## src/rtl/fib_controller.sv

```systemverilog
// fib_controller: sequencing FSM for the Fibonacci datapath.
// It drives the select codes and the shared clear of the A/B register
// cells and counts the remaining iterations. When done pulses,
// register A holds F(n).
module fib_controller #(
    parameter int N_W = 5
) (
    input  logic           clk,
    input  logic           CLR,
    input  logic           start,
    input  logic [N_W-1:0] n,
    output logic [1:0]     sel_a,
    output logic [1:0]     sel_b,
    output logic           clr_regs,
    output logic           busy,
    output logic           done,
    output logic [N_W-1:0] iter
);

    // Select codes understood by the register cells
    localparam logic [1:0] SEL_HOLD       = 2'b00;
    localparam logic [1:0] SEL_LOAD_ONE   = 2'b01;
    localparam logic [1:0] SEL_LOAD_OTHER = 2'b10;
    localparam logic [1:0] SEL_LOAD_SUM   = 2'b11;

    typedef enum logic [1:0] {
        S_IDLE = 2'b00,
        S_INIT = 2'b01,
        S_CALC = 2'b10,
        S_DONE = 2'b11
    } state_t;

    state_t         state_q, state_d;
    logic [N_W-1:0] cnt_q, cnt_d;

    // State and iteration counter registers; CLR returns to IDLE with counter 0
    always_ff @(posedge clk) begin
        if (CLR) begin
            state_q <= S_IDLE;
            cnt_q   <= '0;
        end else begin
            state_q <= state_d;
            cnt_q   <= cnt_d;
        end
    end

    // Next-state and counter update
    always_comb begin
        state_d = state_q;
        cnt_d   = cnt_q;
        unique case (state_q)
            S_IDLE: begin
                if (start) begin
                    cnt_d   = n;
                    state_d = S_INIT;
                end
            end
            S_INIT: begin
                // n=0 needs no iterations: A=0 is already F(0)
                if (cnt_q == '0) begin
                    state_d = S_DONE;
                end else begin
                    state_d = S_CALC;
                end
            end
            S_CALC: begin
                // Guarded decrement so the counter can never wrap
                if (cnt_q != '0) begin
                    cnt_d = cnt_q - 1'b1;
                end
                if (cnt_q <= 1) begin
                    state_d = S_DONE;
                end
            end
            S_DONE: begin
                cnt_d   = '0;
                state_d = S_IDLE;
            end
            default: begin
                cnt_d   = '0;
                state_d = S_IDLE;
            end
        endcase
    end

    // Moore output decode from the state register
    always_comb begin
        sel_a    = SEL_HOLD;
        sel_b    = SEL_HOLD;
        clr_regs = 1'b0;
        busy     = 1'b0;
        done     = 1'b0;
        unique case (state_q)
            S_IDLE: begin
            end
            S_INIT: begin
                clr_regs = 1'b1;
                sel_b    = SEL_LOAD_ONE;
                busy     = 1'b1;
            end
            S_CALC: begin
                sel_a = SEL_LOAD_OTHER;
                sel_b = SEL_LOAD_SUM;
                busy  = 1'b1;
            end
            S_DONE: begin
                done = 1'b1;
                busy = 1'b1;
            end
            default: begin
            end
        endcase
    end

    assign iter = cnt_q;

endmodule

```

## config.mk

```make
export PLATFORM = sky130hd
export DESIGN_NAME = fib_controller
export DESIGN_NICKNAME = d
export VERILOG_FILES = /design/src/rtl/fib_controller.sv
export SDC_FILE = /design/constraint.sdc
export NUM_CORES = 1
export LEC_CHECK = 0
export ABC_AREA = 1
export BUFFER_PORTS_ARGS = -buffer_cell sky130_fd_sc_hd__buf_2
export CELL_PAD_IN_SITES_DETAIL_PLACEMENT = 0
export CELL_PAD_IN_SITES_GLOBAL_PLACEMENT = 1
export CORE_ASPECT_RATIO = 0.7
export CORE_MARGIN = 1.5
export CORE_UTILIZATION = 32
export CTS_CLUSTER_SIZE = 10
export DETAILED_ROUTE_END_ITERATION = 12
export PLACE_DENSITY = 0.79
export SLEW_MARGIN = 0
export SYNTH_ARGS = -nofsm -noshare
export SYNTH_HDL_FRONTEND = slang
export SYNTH_SLANG_ARGS = --single-unit
```

## constraint.sdc

```tcl
create_clock -name clk -period 2 [get_ports clk]
set_clock_uncertainty 0.1 [all_clocks]
set_input_delay 0.4 -clock clk [delete_from_list [all_inputs] [get_ports clk]]
set_output_delay 0.4 -clock clk [all_outputs]
set_load 0.005 [all_outputs]
```

==> key figures <==
Place
  • GPL Wtd Cong: 0.8078
  • IO buf count: 18
  • Inst Count DP: 128
  • Post-DP HPWL: 1.090 mm

Finish
  • Final Non-Filler Cells: 132
  • Multi-input logic area: 397.9 µm²
  • Final Util: 43.23%
  • Area growth syn-to-layout: 20.04%
  • Sequential Area: 140.1 µm²
  • Final nets: 128
  • Antenna cells: 0
  • Layout cells sized above 1: 27.93%
  • Layout fillers: 185

Critical path
  • Cell chain of the critical path: inv_1 -> ha_1 -> buf_2
  • Crit-path slowest cell: ha_1
  • CP endpoint kind: output pin
  • Setup CP Type: flip-flop to output pin
  • CP peak stage delay: 0.37 ns
  • Crit-path max FO: 9
  • Top delay family on crit path: adder cells
  • Crit path arrival time: 1.29 ns
  • Crit path buf inv count: 2
  • CP required: 1.50 ns
  • Startpoint types: flip-flop

STA
  • Min Clock Period, post-route: 1.792 ns
  • # setup viols final: 0
  • Final Hold Viols: 0
  • RSZ-0062 raised after global routing: false
  • Peak Freq: 558.0 MHz
  • Post-route setup TNS: 0 ns
  • Final Max Slew Viols: 0
  • Period utilization: 89.61%

Power
  • PwrDens: 1772 mW/mm²
  • Leakage Power: 0.4021 nW
  • Seq pwr share: 23.4%
  • Switching power: 0.6600 mW
  • Switching share of power: 51.22%
  • Clock Power Share: 10.7%
  • Tot Pwr: 1.288 mW
  • Max VDD drop: 675.5 µV
  • Int Pwr: 0.6284 mW
  • Comb pwr share: 65.9%

CTS
  • Worst skew pair latency: 0.26 ns
  • Max Root-Sink Buffers: 2
  • Htree depth: 1
  • Clock-pin slew on the worst setup and hold paths: 0.06 ns
  • Setup Fix Bufs, Post-CTS: 0
  • Clock Sinks: 7
  • Root Driver: clkbuf_4
  • Post-cts sizing count: 0
  • CTS buffer count: 3
  • CTS tree: built
  • CTS hold repair buffers: 0

Floorplanning
  • Core footprint: 0.001682 mm²
  • Num rows: 12
  • Initial core utilization: 36.01%
  • Die width: 55.00 µm
  • Die ar.: 0.002167 mm²
  • Die height: 39.40 µm
  • # IOs: 20

Route
  • Routed wire length: 1.411 mm
  • Via density: 4.561
  • Initial DRC count: 13
  • Avg WL per Cell: 10.69 µm
  • Vias: 602
  • DRC errors left: 0
  • ANT nets after route: 0
  • First-pass DRT Iterations: 4

Yosys
  • Mapped Area: 605.6 µm²
  • Yosys Warn Count: 0
  • Simple-gate share of the synthesized area: 37.19%
  • Share of the synthesized area in the top cell type: 23.14%
  • Syn Nets: 108
  • Synth Area in Compound Gates: 11.36%
  • Largest family of logic cells by synthesized area: simple AND/OR/NAND/NOR gates
  • Post-synthesis mux area share: 0%
  • Synth area leader: dfxtp_1
  • Adder-cell share of the synthesized area: 16.53%
  • Avg Inst Size Synth: 6.582 µm²
  • Xor/xnor cell area share of the yosys netlist: 0%
  • Register area share after synthesis: 23.14%
  • Yosys reg bits: 7
  • Area contributors post-synth: dfxtp_1, nand2_1, ha_1
  • Cells after synthesis: 92
  • Netlist cell types: 20

Global routing
  • First-pass GRT wire length: 2.352 mm
  • Congestion Overflow GR: 0
  • Tot GR Track Use: 16.36%
  • Initial antenna violation count: 0
  • Largest net degree at the start of global routing: 10
  • Vias in the first global route: 555

Min path
  • HP Class: input pin to flip-flop

Flow run
  • Max Cap Viol: 0

Run status
  • Run status: finished, final reports clean
[path summary, 6_finish.rpt]
| kind | start | to | slack, ns | cells after the start |
|---|---|---|---|---|
| max | state_q[0] | sel_b[1] | 0.21 | 3 |
| min | CLR | iter[0] | 0.22 | 2 |
| max reg2reg | state_q[0] | iter[1] | 0.43 | 7 |
| min reg2reg | iter[0] | iter[0] | 0.45 | 2 |
[metrics by stage]
stage	setup slack, ns	hold slack (ns)	cell area [µm²]
2_1_floorplan	0.5642	0.3691	605.6
3_3_place_gp	0.4782	0.4128	699.4
3_5_place_dp	0.4466	0.4304	699.4
4_1_cts	0.2041	0.2170	726.9
5_1_grt	0.1011	0.2124	726.9
6_report	0.2078	0.2195	726.9
[worst register-to-register path, cell delays in order (launching register included)]
cell	delay, ns
dfxtp_1	0.34
inv_1	0.14
ha_1	0.37
nand4_2	0.18
nand2_4	0.13
inv_2	0.06
nor2_1	0.10
nor2_1	0.06
[power by group through the flow]
stage	registers (mW)	logic, mW	clock network, mW
2_1_floorplan	0.286	0.655	0
3_3_place_gp	0.303	0.852	0
3_5_place_dp	0.303	0.840	0
4_1_cts	0.301	0.853	0.142
5_1_grt	0.312	0.993	0.149
6_report	0.301	0.849	0.138
[cells in the final DEF, fill, tap and decap left out]
master / netlist / layout
o21ai_0: 2 / 2
a21oi_4: 1 / 1
nor2_1: 11 / 11
buf_2: 0 / 18
nand4_2: 1 / 1
ha_1: 8 / 8
nand3_1: 4 / 4
nand2_2: 1 / 1
a21oi_1: 4 / 4
nor2_2: 3 / 3
conb_1: 1 / 1
dfxtp_1: 7 / 7
clkbuf_4: 0 / 3
nand2_1: 27 / 27
clkinv_2: 0 / 1
nand3b_1: 1 / 1
inv_2: 1 / 1
o21ai_1: 3 / 3
inv_1: 11 / 11
or2_2: 1 / 1
nand2_4: 1 / 1
o21bai_1: 1 / 1
[cell type report]
cell class              instances  area share, %
flip-flops and latches          7          19.28
inverters                      12          6.196
repair buffers                 18          12.39
multi-input cells              70          54.73
clock buffers                   3          3.098
clock inverters                 1         0.6885
well taps                      21          3.614
[synthesized netlist by cell type]
cell	number
a21oi_1	4
a21oi_4	1
buf_4	3
conb_1	1
dfxtp_1	7
ha_1	8
inv_1	11
inv_2	1
nand2_1	27
nand2_2	1
nand2_4	1
nand3_1	4
nand3b_1	1
nand4_2	1
nor2_1	11
nor2_2	3
o21ai_0	2
o21ai_1	3
o21bai_1	1
or2_2	1
[flip-flops by register name, indices dropped and copies added (netlist names)]
register,cells
iter,5
state_q,2
[cell families (layout without fill, tap and decap cells)]
logic type / after synthesis / after routing
other: 1 / 1
adders and majority gates: 8 / 8
and+or+nand+nor: 50 / 50
DFF: 7 / 7
buffers and inverters: 15 / 34
AOI/OAI and AO/OA: 11 / 11
[layer usage]
metal  part of all wire, %  GRT usage [%]  vias up
met2                    42          24.40       25
met3                   9.5          8.015        0
met1                    48          20.99      255
met5                     0              0        -
li1                      -              -      322
met4                     0          3.659        0
No activity file was read; power rests on OpenSTA's default activity.
